===== config.mk =====
export PLATFORM = sky130hd
export DESIGN_NAME = multicycle_control_unit
export DESIGN_NICKNAME = d
export VERILOG_FILES = /design/src/rtl/multicycle_control_unit.sv
export SDC_FILE = /design/constraint.sdc
export NUM_CORES = 1
export LEC_CHECK = 0
export CORE_MARGIN = 5
export CORE_UTILIZATION = 47
export DETAILED_ROUTE_END_ITERATION = 7
export PLACE_DENSITY = 0.86
export SYNTH_ARGS = -nofsm -noshare
export SYNTH_HDL_FRONTEND = slang
export SYNTH_SLANG_ARGS = --single-unit

===== constraint.sdc =====
create_clock -name CLK -period 4.2 [get_ports CLK]
set_input_delay 0.84 -clock CLK [delete_from_list [all_inputs] [get_ports CLK]]
set_output_delay 0.84 -clock CLK [all_outputs]
set_load 0.005 [all_outputs]

===== src/rtl/multicycle_control_unit.sv =====
// Multicycle MIPS control FSM: sequences FETCH/EXEC/MEM with a memory-wait watchdog and sticky halt/fault.
// Define CU_PERF_EN to add the saturating instr_cnt/stall_cnt performance counters.
module multicycle_control_unit #(
    parameter int unsigned TIMEOUT = 16
`ifdef CU_PERF_EN
   ,parameter int unsigned CNT_W   = 32
`endif
) (
    input  logic        CLK,
    input  logic        nRST,
    input  logic        ihit,
    input  logic        dhit,
    input  logic [31:0] instr,
    input  logic        equal,
    output logic        imemREN,
    output logic        dmemREN,
    output logic        dmemWEN,
    output logic        pcEN,
    output logic [1:0]  pc_src,
    output logic        regWEN,
    output logic [1:0]  reg_dst,
    output logic        mem_to_reg,
    output logic        alu_src,
    output logic        ext_op,
    output logic        upper_imm,
    output logic [3:0]  alu_op,
    output logic [31:0] ir,
    output logic        halt,
    output logic        fault
`ifdef CU_PERF_EN
   ,output logic [CNT_W-1:0] instr_cnt,
    output logic [CNT_W-1:0] stall_cnt
`endif
);

    localparam int unsigned WAIT_W = (TIMEOUT > 1) ? $clog2(TIMEOUT) : 1;
    localparam int unsigned LIMIT  = (TIMEOUT > 0) ? TIMEOUT - 1 : 0;

    localparam logic [5:0] OP_RTYPE = 6'h00;
    localparam logic [5:0] OP_J     = 6'h02;
    localparam logic [5:0] OP_JAL   = 6'h03;
    localparam logic [5:0] OP_BEQ   = 6'h04;
    localparam logic [5:0] OP_BNE   = 6'h05;
    localparam logic [5:0] OP_ADDI  = 6'h08;
    localparam logic [5:0] OP_ADDIU = 6'h09;
    localparam logic [5:0] OP_SLTI  = 6'h0A;
    localparam logic [5:0] OP_SLTIU = 6'h0B;
    localparam logic [5:0] OP_ANDI  = 6'h0C;
    localparam logic [5:0] OP_ORI   = 6'h0D;
    localparam logic [5:0] OP_XORI  = 6'h0E;
    localparam logic [5:0] OP_LUI   = 6'h0F;
    localparam logic [5:0] OP_LW    = 6'h23;
    localparam logic [5:0] OP_SW    = 6'h2B;
    localparam logic [5:0] OP_HALT  = 6'h3F;

    localparam logic [5:0] FN_SLL  = 6'h00;
    localparam logic [5:0] FN_SRL  = 6'h02;
    localparam logic [5:0] FN_JR   = 6'h08;
    localparam logic [5:0] FN_ADD  = 6'h20;
    localparam logic [5:0] FN_ADDU = 6'h21;
    localparam logic [5:0] FN_SUB  = 6'h22;
    localparam logic [5:0] FN_SUBU = 6'h23;
    localparam logic [5:0] FN_AND  = 6'h24;
    localparam logic [5:0] FN_OR   = 6'h25;
    localparam logic [5:0] FN_XOR  = 6'h26;
    localparam logic [5:0] FN_NOR  = 6'h27;
    localparam logic [5:0] FN_SLT  = 6'h2A;
    localparam logic [5:0] FN_SLTU = 6'h2B;

    localparam logic [3:0] ALU_SLL  = 4'h0;
    localparam logic [3:0] ALU_SRL  = 4'h1;
    localparam logic [3:0] ALU_ADD  = 4'h2;
    localparam logic [3:0] ALU_SUB  = 4'h3;
    localparam logic [3:0] ALU_AND  = 4'h4;
    localparam logic [3:0] ALU_OR   = 4'h5;
    localparam logic [3:0] ALU_XOR  = 4'h6;
    localparam logic [3:0] ALU_NOR  = 4'h7;
    localparam logic [3:0] ALU_SLT  = 4'hA;
    localparam logic [3:0] ALU_SLTU = 4'hB;

    localparam logic [1:0] PC_SEQ    = 2'd0;
    localparam logic [1:0] PC_BRANCH = 2'd1;
    localparam logic [1:0] PC_JUMP   = 2'd2;
    localparam logic [1:0] PC_REG    = 2'd3;

    localparam logic [1:0] DST_RD = 2'd1;
    localparam logic [1:0] DST_RA = 2'd2;

    typedef enum logic [2:0] {IDLE, FETCH, EXEC, MEM, HALTED, FAULT} state_t;

    state_t              state, nextState;
    logic [WAIT_W-1:0]   waitCnt, nextWait;
    logic                stall;
    logic                illegal;
    logic                atLimit;
    logic                isLoad;
    logic [5:0]          opcode;
    logic [5:0]          funct;
    logic [4:0]          rDec;

    // R-type funct to {valid, aluop}; JR is handled separately as it has no ALU result.
    function automatic logic [4:0] rtypeDecode(input logic [5:0] fn);
        case (fn)
            FN_SLL:          return {1'b1, ALU_SLL};
            FN_SRL:          return {1'b1, ALU_SRL};
            FN_ADD, FN_ADDU: return {1'b1, ALU_ADD};
            FN_SUB, FN_SUBU: return {1'b1, ALU_SUB};
            FN_AND:          return {1'b1, ALU_AND};
            FN_OR:           return {1'b1, ALU_OR};
            FN_XOR:          return {1'b1, ALU_XOR};
            FN_NOR:          return {1'b1, ALU_NOR};
            FN_SLT:          return {1'b1, ALU_SLT};
            FN_SLTU:         return {1'b1, ALU_SLTU};
            default:         return 5'b0;
        endcase
    endfunction

    assign opcode  = ir[31:26];
    assign funct   = ir[5:0];
    assign rDec    = rtypeDecode(funct);
    assign isLoad  = (opcode == OP_LW);
    assign atLimit = (TIMEOUT != 0) && (waitCnt == WAIT_W'(LIMIT));

    always_ff @(posedge CLK or negedge nRST) begin
        if (!nRST) begin
            state   <= IDLE;
            waitCnt <= '0;
            ir      <= '0;
        end else begin
            state   <= nextState;
            waitCnt <= nextWait;
            if (state == FETCH && ihit) begin
                ir <= instr;
            end
        end
    end

    // Next state and per-phase controls; everything is quiet unless the phase drives it.
    always_comb begin
        nextState  = state;
        stall      = 1'b0;
        illegal    = 1'b0;
        imemREN    = 1'b0;
        dmemREN    = 1'b0;
        dmemWEN    = 1'b0;
        pcEN       = 1'b0;
        pc_src     = PC_SEQ;
        regWEN     = 1'b0;
        reg_dst    = 2'd0;
        mem_to_reg = 1'b0;
        alu_src    = 1'b0;
        ext_op     = 1'b0;
        upper_imm  = 1'b0;
        alu_op     = '0;
        halt       = 1'b0;
        fault      = 1'b0;

        unique case (state)
            IDLE: nextState = FETCH;
            FETCH: begin
                imemREN = 1'b1;
                if (ihit) begin
                    nextState = EXEC;
                end else begin
                    stall = 1'b1;
                    if (atLimit) nextState = FAULT;
                end
            end
            EXEC: begin
                nextState = FETCH;
                ext_op    = 1'b1;
                alu_op    = ALU_ADD;
                case (opcode)
                    OP_RTYPE: begin
                        if (funct == FN_JR) begin
                            pcEN   = 1'b1;
                            pc_src = PC_REG;
                        end else if (rDec[4]) begin
                            pcEN    = 1'b1;
                            regWEN  = 1'b1;
                            reg_dst = DST_RD;
                            alu_op  = rDec[3:0];
                        end else begin
                            illegal = 1'b1;
                        end
                    end
                    OP_J: begin
                        pcEN   = 1'b1;
                        pc_src = PC_JUMP;
                    end
                    OP_JAL: begin
                        pcEN    = 1'b1;
                        pc_src  = PC_JUMP;
                        regWEN  = 1'b1;
                        reg_dst = DST_RA;
                    end
                    OP_BEQ, OP_BNE: begin
                        pcEN   = 1'b1;
                        alu_op = ALU_SUB;
                        pc_src = ((opcode == OP_BEQ) == equal) ? PC_BRANCH : PC_SEQ;
                    end
                    OP_ADDI, OP_ADDIU, OP_SLTI, OP_SLTIU, OP_ANDI, OP_ORI, OP_XORI, OP_LUI: begin
                        pcEN      = 1'b1;
                        regWEN    = 1'b1;
                        alu_src   = 1'b1;
                        ext_op    = !(opcode inside {OP_ANDI, OP_ORI, OP_XORI});
                        upper_imm = (opcode == OP_LUI);
                        case (opcode)
                            OP_SLTI:  alu_op = ALU_SLT;
                            OP_SLTIU: alu_op = ALU_SLTU;
                            OP_ANDI:  alu_op = ALU_AND;
                            OP_ORI:   alu_op = ALU_OR;
                            OP_XORI:  alu_op = ALU_XOR;
                            default:  alu_op = ALU_ADD;
                        endcase
                    end
                    OP_LW, OP_SW: begin
                        alu_src   = 1'b1;
                        nextState = MEM;
                    end
                    OP_HALT: begin
                        ext_op    = 1'b0;
                        alu_op    = '0;
                        nextState = HALTED;
                    end
                    default: illegal = 1'b1;
                endcase
                if (illegal) begin
                    ext_op    = 1'b0;
                    alu_op    = '0;
                    nextState = FAULT;
                end
            end
            MEM: begin
                alu_src = 1'b1;
                ext_op  = 1'b1;
                alu_op  = ALU_ADD;
                dmemREN = isLoad;
                dmemWEN = !isLoad;
                if (dhit) begin
                    pcEN       = 1'b1;
                    regWEN     = isLoad;
                    mem_to_reg = isLoad;
                    nextState  = FETCH;
                end else begin
                    stall = 1'b1;
                    if (atLimit) nextState = FAULT;
                end
            end
            HALTED: halt = 1'b1;
            FAULT:  fault = 1'b1;
            default: nextState = IDLE;
        endcase

        if (nextState != state) begin
            nextWait = '0;
        end else if (stall) begin
            nextWait = waitCnt + WAIT_W'(1);
        end else begin
            nextWait = waitCnt;
        end
    end

`ifdef CU_PERF_EN
    // Saturating retired-instruction and memory-stall counters.
    always_ff @(posedge CLK or negedge nRST) begin
        if (!nRST) begin
            instr_cnt <= '0;
            stall_cnt <= '0;
        end else begin
            if (pcEN && (instr_cnt != '1)) instr_cnt <= instr_cnt + CNT_W'(1);
            if (stall && (stall_cnt != '1)) stall_cnt <= stall_cnt + CNT_W'(1);
        end
    end
`endif

endmodule

* Word-level counts from Yosys, hierarchy flattened *
Index checks and enable logic that the tools add are counted.

word-level totals
  register bits after elaboration = 39
  input bits = 37
  output and inout port bits = 51

cells by class
  add/sub/neg operators = 1
  muxes and demuxes = 52
  equality and inequality tests = 35
  reduce and logical (&&, ||, !) cells = 19

operators with widths
  cell                                                                   number
  6-bit equality test, second input constant                             13
  6-bit by 4-bit equality test with 1-bit output, second input constant  9
  5-bit case mux with 10 select lines                                    1
  1-bit 2-to-1 mux                                                       23
  4-bit 2-to-1 mux                                                       5
  4-bit case mux with 5 select lines                                     1
  6-bit by 2-bit equality test with 1-bit output, second input constant  3
  1-bit case mux with 2 select lines                                     9
  4-bit case mux with 4 select lines                                     1
  3-bit case mux with 5 select lines                                     1
  15-bit OR reduction                                                    1
  6-bit by 3-bit equality test with 1-bit output, second input constant  2
  6-bit logical NOT                                                      2
  3-bit 2-to-1 mux                                                       4
  12-bit OR reduction                                                    1
  2-bit OR reduction                                                     6
  10-bit OR reduction                                                    1
  9-bit OR reduction                                                     1
  4-bit case mux with 2 select lines                                     1
  8-bit OR reduction                                                     1
  3-bit by 2-bit equality test with 1-bit output, second input constant  2
  3-bit equality test, second input constant                             2
  2-bit 2-to-1 mux                                                       3
  2-bit case mux with 3 select lines                                     1
  other kinds (12)                                                       13

* Longest topological paths before layout *
Gate-level depths: netlist of run 1.

  word-level depth = 11
  gate-level depth with buffers = 7
  depth with buffers taken out = 7

* Least setup slack after synthesis of run 1 *
Ideal clock, no wire load.

  path kind = register to output
  start = register ir[5]
  end = output port alu_op[1]
  data arrival time = 1566 ps
  slack = 1794 ps
  buffers on the path = 1
  stages on the path, launching flop included = 7
  path through = dfrtp_1 buf_6 or3_4 nor4_4 o21ai_1 a311o_1 nand2_1

on the way
  word-level cells in the longest chain between the ends = 9
  elaborated cells between the ends (all ways) = 25
  those cells by class = 12 x eq/ne; 10 x mux; 3 x reduce/logical

ends and longest elaborated chain
  what                                    RTL line  text
  from (decl)                             27        output logic [31:0] ir,
  from (signal assigned)                  133       ir <= instr;
  6-bit equality test                     103       case (fn)
  2-bit OR reduction                      103
  5-bit case mux with 10 select lines     103
  1-bit 2-to-1 mux                        178       end else if (rDec[4]) begin
  1-bit 2-to-1 mux                        175       if (funct == FN_JR) begin
  1-bit case mux with 2 select lines      173       case (opcode)
  1-bit 2-to-1 mux                        158       unique case (state)
  4-bit 2-to-1 mux (*)                    228       if (illegal) begin
  4-bit case mux with 2 select lines (*)  158
  to (decl)                               26        output logic [3:0] alu_op,

Every way passes the cells marked *; elsewhere a longest branch is shown, timed or not. The select of a mux whose other input is x is not followed.

* Final worst setup path of run 1 *
  start = register ir[29]
  end = output port alu_op[3]

on the way
  word-level cells in the longest chain between the ends = 6
  elaborated cells between the ends (all ways) = 25
  those cells by class = 15 x eq/ne; 6 x mux; 4 x reduce/logical

ends and longest elaborated chain
  what                                               RTL line
  6-bit equality test, or another cell as far along  173
  15-bit OR reduction (no line)                      --
  1-bit case mux with 2 select lines                 173
  1-bit 2-to-1 mux                                   158
  4-bit 2-to-1 mux (*)                               228
  4-bit case mux with 2 select lines (*)             158

Marked as above.

==> run_results.csv, run 1 <==
group,metric,value,unit
detailed_routing,num_vias,1990,
worst_setup_path,critPathCaptureType,"primary output",
timing,final_hold_viol_count,0,
synth,syn_inst,221,
detailed_routing,antenna_left,0,
detailed_routing,drc,0,
worst_setup_path,ff2ff_setup_slack,2100,ps
cts,clockRootBuffer,"clkbuf_8",
cells_and_area,layout-drive-gt1-share,0.1410,
worst_setup_path,crit_family,"simple AND/OR/NAND/NOR gates",
global_routing,grt_max_degree,40,
worst_setup_path,slowest_delay,550,ps
timing,finalSetupTns,0,ps
cells_and_area,syn_to_final_growth,44.64,%
timing,final-setup-viol-count,0,
worst_setup_path,r2r_end,"ir[18]$_DFFE_PN0P_",
worst_setup_path,worstPathArrival,2560,ps
timing,clock_skew,6.277,ps
cells_and_area,seq_area,975.9,sq um
cts,cts_tree,"done",
synth,syn-num-nets,259,
cells_and_area,multi_input_area,1105,sq um
die,coreArea,4414,sq um
die,die_area,6075,sq um
worst_setup_path,crit_path_start_kind,"register",
die,rows,24,
synth,synth_warnings,0,
timing,rsz0062_at_grt,"no",
synth,yosysUniqueCellTypes,44,
cts,cts_sinks,39,
die,start_util,0.4915,
timing,holdWs,490.9,ps
cts,htree_levels,2,
worst_setup_path,slowest_stage,"dfrtp_1",
synth,synth_edf_count,0,
timing,relSlewSlack,0.4201,
min_path,min_from,"ir[6]$_DFFE_PN0P_",
synth,ys_ff_latch,39,
cts,clk_pin_slew,80,ps
global_routing,grt_usage,0.1904,
global_routing,grt_pass1_wl,9501,um
global_routing,grt_pass1_vias,1981,
timing,drv_slew,0,
die,die_y,77.94,um
worst_setup_path,criticalPathCategory,"register to primary output",
worst_setup_path,crit_path_max_fanout,17,
detailed_routing,wl_per_cell,15.61,um
outcome,run_status,"finished clean",
cts,ctsHoldBuffers,0,
synth,synth-async-reset-ratio,1.000,
die,io-pin-count,88,
min_path,whs_path_depth,1,
placed_design,place_congestion,0.8998,
cts,cts_buffer_depth,2,
detailed_routing,drtIter0Drc,182,
timing,worstMarginPinSlew,869.9,ps
placed_design,dp.final_hpwl,4314,um
synth,netlist_area,2170,sq um
die,dieWidth,77.94,um
timing,post-route-period-util,0.8093,
cells_and_area,nets,342,
timing,max_freq,294.2,MHz
cts,ctsResizeCount,0,
worst_setup_path,cp.required,3360,ps
power,p_leak,1.261,nW
cts,clock_latency,290,ps
timing,post-route-min-period,3399,ps
global_routing,grt_overflow,0,
min_path,hold_path_class,"register to register",
detailed_routing,viasPerCell,5.574,
synth,avgSynthCellArea,9.817,sq um
min_path,whs_endpoint,"ir[6]$_DFFE_PN0P_",
run,max_cap_viol_count,0,
worst_setup_path,path_buf_inv,1,
worst_setup_path,path_depth,7,
cts,cts_buffers,5,
detailed_routing,drt_wl_total,5571,um
worst_setup_path,reg2reg_from,"state[2]$_DFF_PN0_",
synth,synth-seq-area-share,0.4498,
cts,cts_setup_buffers,0,
global_routing,antenna_found_initial,0,
synth,synth-main-ff-cell,"dfrtp_1",
detailed_routing,firstDrtPassIters,5,
power,powerDensity,704.8,nW/um^2
cells_and_area,n_antenna_cell,0,
worst_setup_path,reg2reg_depth,5,
placed_design,io_buffers,87,
cells_and_area,fillers,352,
worst_setup_path,path_cells,"nor2_1, nand3_2, nor2_4, nand2_1, or3_1, a21oi_1, clkdlybuf4s50_1",
power,vdd_drop_max,0.5184,mV
==> cells by family after synthesis <==
| group | share of synthesized area |
|---|---|
| DFF | 0.4498 |
| AOI/OAI and AO/OA | 0.1125 |
| adders and majority gates | 0.005766 |
| xor gates and xnor gates | 0.01615 |
| muxes | 0.1695 |
| buffers and inverters | 0.04094 |
| and+or+nand+nor | 0.2053 |
==> sequential cells by signal (all words and copies together), names as in the netlist <==
signal / count
ir: 32
waitCnt: 4
state: 3
==> per-stage QoR <==
step           instances  setup WS (ps)  instance area, sq um  total power, mW    util
2_1_floorplan        221           1794                  2170            1.406       -
3_3_place_gp         349           1183                  3049            1.944  0.6908
3_5_place_dp         349           1122                  3049            1.971  0.6908
4_1_cts              357          795.7                  3138            2.231  0.7109
5_1_grt              357          625.0                  3138            2.402  0.7109
6_report             357          801.0                  3138            2.212  0.7109
==> area by class of cell <==
cell class / count / share of cell area
Timing Repair Buffer: 89 / 0.2807
Sequential cell: 39 / 0.3110
Multi-Input combinational cell: 163 / 0.3521
Clock inverter: 3 / 0.006380
Clock buffer: 5 / 0.02193
Tap cell: 52 / 0.02073
Inverter: 6 / 0.007177
==> Yosys cell counts (4+ instances only) <==
master / instances / area (sq um)
a21oi_1: 10 / 50.05
and3_1: 7 / 43.79
buf_2: 8 / 40.04
clkbuf_1: 4 / 15.01
dfrtp_1: 39 / 975.9
inv_1: 6 / 22.52
mux2_1: 4 / 45.04
mux2_2: 26 / 292.8
nand2_1: 18 / 67.56
nand2b_1: 6 / 37.54
nand3_1: 9 / 45.04
nor2_1: 25 / 93.84
nor3_1: 5 / 25.02
o21ai_0: 9 / 45.04
o21ai_1: 4 / 20.02
==> worst reg2reg max path: stages, from the launching register on <==
cell,delay [ps]
dfrtp_1,450
inv_1,180
nand2_1,110
nor2_2,440
buf_4,420
mux2_2,390
==> worst max-delay path by stage <==
| stage | startpoint | endpoint | slack, ps |
|---|---|---|---|
| finish | ir[29]$_DFFE_PN0P_ | alu_op[3] | 800 |
| global route | ir[29]$_DFFE_PN0P_ | alu_op[3] | 620 |
| CTS | ir[29]$_DFFE_PN0P_ | alu_op[3] | 800 |
| detailed placement | ir[29]$_DFFE_PN0P_ | alu_op[3] | 1120 |
| global placement | equal | pc_src[0] | 1180 |
| floorplan | ir[5]$_DFFE_PN0P_ | alu_op[1] | 1790 |
==> cells in the final DEF (no fill, tap or decap), types with 4 or more instances in the layout <==
master / instances
mux2_1: 4
and3_1: 7
a21oi_1: 10
nand3_1: 9
o21ai_0: 9
mux2_2: 26
inv_1: 6
clkbuf_8: 5
nand2b_1: 6
o21ai_1: 4
dfrtp_1: 39
nor2_1: 25
nand2_1: 18
clkdlybuf4s50_1: 86
nor3_1: 5
==> power by group <==
group / total, mW / internal [mW] / switching (mW) / leakage (nW)
Combinational: 1.17 / 0.695 / 0.475 / 0.753
Sequential: 0.793 / 0.553 / 0.239 / 0.468
Clock: 0.249 / 0.116 / 0.133 / 0.0402
==> layer usage <==
metal,GRT usage,vias to the layer above,part of all wire
met2,0.2930,81,0.47
met4,0.06250,0,0.019
li1,-,957,-
met3,0.07986,10,0.098
met5,0,-,0
met1,0.2427,942,0.41
Note: power is estimated with default switching activity, not from simulation.
==> run 2: changes to the inputs <==
- CORE_UTILIZATION: 47 -> 39
- PLACE_DENSITY: 0.86 -> 0.76
- clock period: 4.2 -> 2.94 ns (I/O delays scaled with it)
==> run_results.csv, run 2 (same netlist as run 1, synthesis figures left out) <==
group,metric,value,unit
worst_setup_path,reg2reg_from,"state[2]$_DFF_PN0_",
cells_and_area,largest_reg_flops,32,
outcome,run_status,"finished clean",
worst_setup_path,worstPathArrival,2220,ps
cells_and_area,layout-drive-gt1-share,0.2431,
power,p_leak,1.482,nW
cts,clock_latency,280,ps
worst_setup_path,critPathCaptureType,"primary output",
worst_setup_path,crit_path_max_fanout,9,
placed_design,place_area,3167,sq um
global_routing,grt_overflow,0,
die,dieWidth,84.59,um
detailed_routing,drtIter0Drc,173,
global_routing,grt_usage,0.1744,
power,powerDensity,1068,nW/um^2
worst_setup_path,cp-endpoint,"pcEN",
cells_and_area,mostFrequentLayoutCell,"clkdlybuf4s50_1",
cells_and_area,syn_to_final_growth,59.34,%
worst_setup_path,cp.required,2350,ps
power,vdd_drop_max,0.5712,mV
cells_and_area,final_cell_mix,"clkdlybuf4s50_1 (81), dfrtp_1 (36), mux2_2 (26)",
cts,cts_buffer_depth,2,
die,die_area,7155,sq um
cts,cts_buffers,5,
cts,cts_sinks,39,
global_routing,grt_pass1_vias,2116,
die,rows,27,
run,max_cap_viol_count,0,
cts,clockRootBuffer,"clkbuf_8",
detailed_routing,antenna_left,0,
cells_and_area,n_antenna_cell,0,
die,start_util,0.3964,
worst_setup_path,reg2reg_depth,5,
timing,drv_slew,0,
worst_setup_path,path_cells,"or3_4, nor4_4, nor2_1, nand2_1, a32oi_1, o21ai_1, clkdlybuf4s50_1",
detailed_routing,drt_wl_total,6280,um
worst_setup_path,crit_start,"ir[5]$_DFFE_PN0P_",
timing,rsz0062_at_grt,"no",
timing,max_freq,356.0,MHz
timing,relSlewSlack,0.4071,
min_path,hold_path_class,"input pin to async pin",
detailed_routing,wl_per_cell,15.82,um
cells_and_area,top_register,"ir",
cells_and_area,nets,362,
die,io-pin-count,88,
detailed_routing,viasPerCell,5.305,
timing,post-route-min-period,2809,ps
die,coreArea,5473,sq um
cts,clk_pin_slew,80,ps
worst_setup_path,ff2ff_setup_slack,1100,ps
timing,worstMarginPinSlew,889.3,ps
timing,clock_skew,5.916,ps
power,total_power,3.692,mW
timing,final-setup-viol-count,0,
worst_setup_path,crit_path_start_kind,"register",
timing,final_hold_viol_count,0,
worst_setup_path,r2r_end,"ir[24]$_DFFE_PN0P_",
timing,holdWs,418.2,ps
cells_and_area,reg.largest.list,"ir: 32 flops, waitCnt: 4 flops, state: 3 flops",
cts,cts_tree,"done",
timing,post-route-period-util,0.9554,
global_routing,antenna_found_initial,0,
cts,htree_levels,2,
placed_design,io_buffers,87,
detailed_routing,num_vias,2106,
global_routing,grt_pass1_wl,10360,um
die,die_y,84.59,um
placed_design,dp.final_hpwl,4580,um
worst_setup_path,slowest_delay,520,ps
detailed_routing,firstDrtPassIters,4,
worst_setup_path,criticalPathCategory,"register to primary output",
cells_and_area,fin_area,3457,sq um
placed_design,place_congestion,1.007,
global_routing,grt_max_degree,40,
detailed_routing,drc,0,
worst_setup_path,slowest_stage,"clkdlybuf4s50_1",
==> run 2: cell types whose count changed in the layout (fill, tap and decap cells not counted), sizes merged <==
cell           previous run  this run
bufinv                    0         2
clkdlybuf4s50            86        81
clkinv                    1         0
dlymetal6s2s              0         5
clkbuf                    5         6
buf                       3        23
clkinvlp                  2         0
==> run 2: cell type report <==
| class | instances | area (sq um) |
|---|---|---|
| fill | 452 | 2016 |
| clock buffer | 6 | 72.57 |
| inverter | 6 | 22.52 |
| clock inverter | 2 | 60.06 |
| multi-input combinational | 163 | 1169 |
| tap | 72 | 90.09 |
| sequential | 39 | 979.7 |
| timing repair buffer | 109 | 1064 |
==> run 2: layer usage <==
metal | vias up | global-route usage | wire, um
met5 | - | 0 | 0
met4 | 0 | 0.04748 | 80
met3 | 8 | 0.06968 | 644
met2 | 100 | 0.2769 | 2992
met1 | 1012 | 0.2207 | 2562
li1 | 986 | - | -
==> run 2: worst min-delay path by stage <==
stage	to	slack, ps	from
floorplan	ir[0]$_DFFE_PN0P_	290	nRST
global placement	ir[8]$_DFFE_PN0P_	470	ir[8]$_DFFE_PN0P_
detailed placement	ir[6]$_DFFE_PN0P_	480	ir[6]$_DFFE_PN0P_
CTS	ir[30]$_DFFE_PN0P_	450	nRST
global route	ir[13]$_DFFE_PN0P_	490	nRST
finish	state[0]$_DFF_PN0_	420	nRST
==> run 2: metrics by stage <==
| stage | worst slack (ps) | setup TNS (ps) | std cells | utilization |
|---|---|---|---|---|
| finish | 131.1 | 0 | 397 | 0.6317 |
| global route | 3.008 | 0 | 397 | 0.6317 |
| CTS | -45.67 | -45.67 | 391 | 0.6107 |
| detailed placement | 204.0 | 0 | 379 | 0.5786 |
| global placement | 256.3 | 0 | 379 | 0.5786 |
| floorplan | 785.8 | 0 | 221 | - |
==> run 2: where the power goes <==
part           internal, mW  switching (mW)
Sequential            0.797           0.230
Clock                 0.339           0.191
Combinational          1.21           0.925
==> run 2: what timing repair did <==
action	CTS	global route
cloned	0	0
setup buffers	4	6
setup endpoints to repair	5	7
hold buffers	0	0
resized for setup	4	22
pin swaps	2	2
==> run 2: critical path: cells and delay by family (launching register included) <==
| kind | cells | cell delay [ps] |
|---|---|---|
| buf+inv | 1 | 520 |
| flops | 1 | 460 |
| simple gates | 4 | 700 |
| compound gates | 2 | 250 |
==> run 3: changes to the inputs <==
- CORE_UTILIZATION: 39 -> 43
- CTS_CLUSTER_DIAMETER: unset -> 120
- PLACE_DENSITY: 0.76 -> 0.8
- REMOVE_ABC_BUFFERS: unset -> 1
- clock period: 2.94 -> 2.9 ns (I/O delays scaled with it)
==> run_results.csv, run 3 (same netlist as run 1, synthesis figures left out) <==
group,metric,value,unit
outcome,run_status,"finished clean",
cells_and_area,layout-drive-gt1-share,0.2355,
cells_and_area,fin_cells,394,
timing,post-route-period-util,0.9741,
die,die_area,6566,sq um
timing,worstMarginPinSlew,856.0,ps
cts,cts_buffers,5,
cells_and_area,nets,364,
global_routing,grt_usage,0.1889,
cts,cts_sinks,39,
die,dieWidth,81.03,um
die,die_y,81.03,um
placed_design,place_inst,372,
cts,htree_levels,2,
power,pwr-share-seq,0.288,
global_routing,grt_pass1_vias,2140,
power,power.internal,2.307,mW
worst_setup_path,cp.required,2320,ps
detailed_routing,num_vias,2114,
global_routing,grt_overflow,0,
cts,ctsHoldBuffers,0,
power,powerDensity,1063,nW/um^2
worst_setup_path,critPathCaptureType,"primary output",
timing,max_freq,354.0,MHz
placed_design,place_congestion,0.9615,
cells_and_area,mostFrequentLayoutCell,"clkdlybuf4s50_1",
power,clockPowerShare,0.128,
run,max_cap_viol_count,0,
worst_setup_path,worstPathArrival,2240,ps
worst_setup_path,criticalPathCategory,"register to primary output",
detailed_routing,firstDrtPassIters,5,
cells_and_area,multi_input_area,1147,sq um
placed_design,io_buffers,87,
cts,clock_latency,290,ps
die,start_util,0.4504,
worst_setup_path,crit_path_start_kind,"register",
timing,final-setup-viol-count,0,
cts,cts_tree,"done",
cts,clk_pin_slew,80,ps
cells_and_area,largest_reg_flops,32,
power,p_sw_frac,0.3654,
cells_and_area,n_antenna_cell,0,
global_routing,grt_max_degree,40,
detailed_routing,drt_wl_total,5963,um
cts,clockRootBuffer,"clkbuf_8",
global_routing,antenna_found_initial,0,
cells_and_area,reg.largest.list,"ir: 32 flops, waitCnt: 4 flops, state: 3 flops",
detailed_routing,viasPerCell,5.365,
timing,clock_skew,4.070,ps
global_routing,grt_pass1_wl,9584,um
cts,cts_buffer_depth,2,
cells_and_area,top_register,"ir",
detailed_routing,antenna_left,0,
cells_and_area,syn_to_final_growth,57.67,%
timing,post-route-min-period,2825,ps
power,vdd_drop_max,0.6287,mV
placed_design,dp.final_hpwl,4227,um
timing,relSlewSlack,0.4293,
detailed_routing,wl_per_cell,15.13,um
detailed_routing,drtIter0Drc,140,
power,total_power,3.636,mW
die,rows,25,
timing,final_hold_viol_count,0,
timing,drv_slew,0,
power,p_leak,1.449,nW
cells_and_area,final_cell_mix,"clkdlybuf4s50_1 (82), dfrtp_1 (35), mux2_2 (26)",
die,io-pin-count,88,
die,coreArea,4817,sq um
cells_and_area,seq_area,980.9,sq um
power,pwr-share-comb,0.584,
detailed_routing,drc,0,
min_path,hold_path_class,"input pin to async pin",
worst_setup_path,crit_path_max_fanout,3,
cells_and_area,fillers,361,
power,p_switching,1.329,mW
-- run 3: changes by cell type in the layout (fill, tap and decap cells not counted), moves of 2 or more --
cell | previous run | this run
o21ai_1 | 4 | 6
o21ai_0 | 9 | 7
buf_4 | 19 | 22
nor2_1 | 21 | 23
dlymetal6s2s_1 | 5 | 3
a21oi_1 | 7 | 10
a21oi_2 | 3 | 0
-- run 3: per-stage QoR --
| step | worst slack [ps] | hold slack, ps | util | cell area, sq um | setup TNS (ps) |
|---|---|---|---|---|---|
| floorplan | 516.6 | 284.4 | - | 2103 | 0 |
| global placement | 237.4 | 466.3 | 0.6530 | 3146 | 0 |
| detailed placement | 210.8 | 478.1 | 0.6530 | 3146 | 0 |
| CTS | -8.363 | 427.7 | 0.6953 | 3349 | -8.363 |
| global route | -12.06 | 452.4 | 0.7101 | 3421 | -13.59 |
| finish | 75.11 | 393.2 | 0.7101 | 3421 | 0 |
-- run 3: cell type report --
cell class | instances | share of cell area
Inverter | 6 | 0.006584
Tap cell | 67 | 0.02451
Clock inverter | 2 | 0.01024
Sequential cell | 39 | 0.2868
Clock buffer | 6 | 0.02414
Multi-Input combinational cell | 163 | 0.3354
Timing Repair Buffer | 111 | 0.3124
-- run 3: what timing repair did --
action,in CTS,in global routing
gates resized for setup,7,13
endpoints found under the setup margin,5,7
pin swaps,2,2
setup buffers,10,4
-- run 3: worst paths after layout --
kind,depth (start not counted),start,endpoint,slack [ps]
max,7,ir[2]$_DFFE_PN0P_,pcEN,80
max in group asynchronous,1,nRST,ir[1]$_DFFE_PN0P_,1910
min,1,nRST,ir[12]$_DFFE_PN0P_,390
max reg2reg,8,ir[27]$_DFFE_PN0P_,waitCnt[3]$_DFFE_PN0P_,1090
min in group CLK,1,ir[6]$_DFFE_PN0P_,ir[6]$_DFFE_PN0P_,490
min reg2reg,1,ir[6]$_DFFE_PN0P_,ir[6]$_DFFE_PN0P_,490
-- run 3: power groups by stage --
stage	combinational, mW	clock, mW	sequential, mW
final	2.12	0.466	1.05
after global routing	2.31	0.502	1.09
after CTS	2.05	0.476	1.04
after detailed placement	1.91	0	1.06
after global placement	1.90	0	1.04
after floorplan	0.859	0	1.10
-- run 3: critical path, stage by stage, from the launching register on --
cell and delay (ps):
dfrtp_1 420, or3_4 410, nor4_4 180, nor2_1 100, nand2_1 70, a32oi_1 130, o21ai_1 140, clkdlybuf4s50_1 520
-- run 3: per-layer routing --
metal / global-route usage / routed length, um / vias to the layer above
li1: - / - / 993
met1: 0.2253 / 2348 / 989
met2: 0.2989 / 2736 / 114
met3: 0.08758 / 726 / 18
met4: 0.06757 / 151 / 0
met5: 0 / 0 / -
==> RTL edit (flow settings as in run 2) <==
Add a define of `CU_PERF_EN`.
--- a/src/rtl/multicycle_control_unit.sv
+++ b/src/rtl/multicycle_control_unit.sv
@@ -1,5 +1,7 @@
 // Multicycle MIPS control FSM: sequences FETCH/EXEC/MEM with a memory-wait watchdog and sticky halt/fault.
 // Define CU_PERF_EN to add the saturating instr_cnt/stall_cnt performance counters.
+`define CU_PERF_EN
+
 module multicycle_control_unit #(
     parameter int unsigned TIMEOUT = 16
 `ifdef CU_PERF_EN
Formal check against the unedited RTL (old outputs only; new: instr_cnt and stall_cnt): equivalent (equiv_simple and equiv_induct, registers matched by name and starting in step).
==> RTL edit against run 2 <==
- the run now ends with negative setup slack left
- sequential cell count up 64
- worst hold slack worse by 200 ps
- wire length up 130%
- design area grew 120%
- power is 24% lower
- final cell count up 110%
- synthesized area increased by 140%
- maximum frequency is 4.9% lower
- combinational power fell by 89%
- non-clock buffer count grew 72
- worst setup slack worse by 150 ps
==> RTL edit: results (changes against run 2) <==
[min_path]
min_path_type = in2async

[place]
dp_slack_ps = 109.5  ; -94.49 ps
port_buffers = 151  ; +74%
gp_congestion = 0.9244  ; -8.2%
dp.cells = 832  ; +120%
dp_hpwl_um = 10850  ; +140%

[yosys]
seq_area_frac_synth_pct = 49.05  ; +4.1 points
yosys.area_share.adder_pct = 0.7143  ; +0.14 points
yosys_warnings = 0  ; unchanged
ys_async_sr_fraction_pct = 100.0  ; unchanged
synthMuxAreaShare_pct = 7.238  ; -9.7 points
synth_area_leaders = dfrtp_1 (49%), mux2_2 (6.9%), xor2_1 (5.5%)
synth.net_count = 539  ; +110%
synth_compound_area_share_pct = 5.905  ; -5.3 points
syn_avg_cell_area_um2 = 10.53  ; +7.3%
yosys.area_share.xor_xnor_pct = 10.67  ; +9.1 points
synth_cell_types = 56  ; +27%
ys_top_cells_by_count = dfrtp_1 (103), nand2_1 (35), nor2_1 (34)

[sta]
slew_headroom_pct = 62.10  ; +21 points
finClkSkew_ps = 9.407  ; +3.491 ps
setup_slack_ps = -14.36  ; -145.5 ps
setup_violations = 1  ; +1

[power_and_ir_drop]
vdd_drop_max_v = 0.0003055  ; -47%
p_leak_nw = 3.203  ; +120%

[worst_setup_path]
critPathArrivalTime_ps = 2370  ; +150 ps
r2r_end = instr_cnt[19]$_DFFE_PN0P_
rrSetupSlack_ps = 590  ; -510 ps
worstReg2RegStart = ir[27]$_DFFE_PN0P_
rr_worst_depth = 7  ; +2
worstPathMaxFanout = 2  ; -7

[clocking]
clk_latency_ps = 350  ; +70 ps
cts_max_level = 3  ; +1
numCtsBuffers = 9  ; +4
clkTransAtPathRegs_ps = 70
clock_path_buffers = 2  ; unchanged
root_buffer = clkbuf_16

[grt]
antenna_found_initial = 0  ; unchanged
grt_use_met2_pct = 30.83  ; +3.1 points
track_usage_pct = 18.48  ; +1.0 points
grt_pass1_vias = 4796  ; +130%
globalRouteMet1Util_pct = 22.39  ; +0.32 points
grt_pass1_wl_um = 24180  ; +130%
met3_usage_pct = 5.970  ; -1.0 points
grt_start_max_net_pins = 43  ; +7.5%

[routing]
first_iter_violations = 353  ; +100%
vias = 4631  ; +120%
drt_wl_total_um = 14630  ; +130%
firstDrtPassIters = 7  ; +3

[cells_and_area]
reg_top3 = instr_cnt x32, ir x32, stall_cnt x32
nNetsFinal = 711  ; +96%
drive_gt1_share_pct = 19.08  ; -5.2 points
final_cells = 852  ; +110%
n_antenna_cell = 0  ; unchanged

[run_status]
violations = negative setup slack
outcome = finished, violations left

-- RTL edit: cell count changes after synthesis, moves of 12 or more --
cell | run 2 | this run
dfrtp_1 | 39 | 103
nand2_1 | 18 | 35
nand3_1 | 9 | 31
nand4_1 | 2 | 24
nor3_1 | 5 | 17
xnor2_1 | 1 | 31
xor2_1 | 3 | 33
-- RTL edit: critical path, stage by stage, from the launching register on --
cell and delay, ps:
dfrtp_1 380, or4_4 560, buf_4 170, nor3b_4 230, or2_4 170, clkdlybuf4s50_1 500
-- RTL edit: layout make-up --
cell class	instances	area, um2
clock buffer	9	225.2
sequential	103	2579
tap	176	220.2
inverter	10	37.54
timing repair buffer	181	1703
fill	1147	5787
clock inverter	7	47.55
multi-input combinational	366	2644
-- RTL edit: how the worst max path moves through the flow --
stage	from	end	slack, ps	depth (start not counted)
floorplan	ir[26]$_DFFE_PN0P_	alu_op[1]	510	5
global placement	ir[27]$_DFFE_PN0P_	alu_op[1]	120	7
detailed placement	ir[27]$_DFFE_PN0P_	alu_op[1]	110	7
CTS	ir[28]$_DFFE_PN0P_	alu_op[3]	0.4	8
global route	ir[27]$_DFFE_PN0P_	alu_op[3]	-120	8
finish	ir[27]$_DFFE_PN0P_	pcEN	-10	5
-- RTL edit: per-stage QoR --
step / total power (W) / setup TNS, ps / util (%) / cell area (um2) / hold slack, ps
after floorplan: 0.001559 / 0 / - / 5255 / 292.4
after global placement: 0.001713 / 0 / 53.51 / 7087 / 474.7
after detailed placement: 0.001721 / 0 / 53.51 / 7087 / 484.5
after CTS: 0.002859 / 0 / 55.98 / 7413 / 238.4
after global routing: 0.002936 / -431.1 / 56.30 / 7456 / 265.4
final: 0.002822 / -14.36 / 56.30 / 7456 / 219.9
-- RTL edit: cells by family (layout without fill, tap and decap cells) --
| logic type | count (synthesis) | after routing |
|---|---|---|
| AO/OA/AOI/OAI | 52 | 52 |
| AND/OR/NAND/NOR | 213 | 213 |
| adder cells (fa/ha/maj) | 3 | 3 |
| flip-flops | 103 | 103 |
| XOR/XNOR | 64 | 64 |
| multiplexers | 34 | 34 |
| buffers and inverters | 30 | 207 |
-- RTL edit: metal layers --
metal	wire length, um	vias up
met5	0	-
met1	5874	2289
met2	7312	190
li1	-	2119
met4	402	0
met3	1044	33
-- RTL edit: timing repair --
action	in CTS	in global routing
gates resized for setup	21	33
endpoints found under the hold margin	0	0
pin swaps	2	7
buffers inserted	2	2
gates cloned	0	0
setup endpoints to repair	10	10
-- RTL edit: power by group --
group	internal [W]	switching (W)	leakage (nW)
clock network	0.000576	0.000541	0.132
registers	0.00144	0.0000241	1.38
logic	0.000134	0.000108	1.69
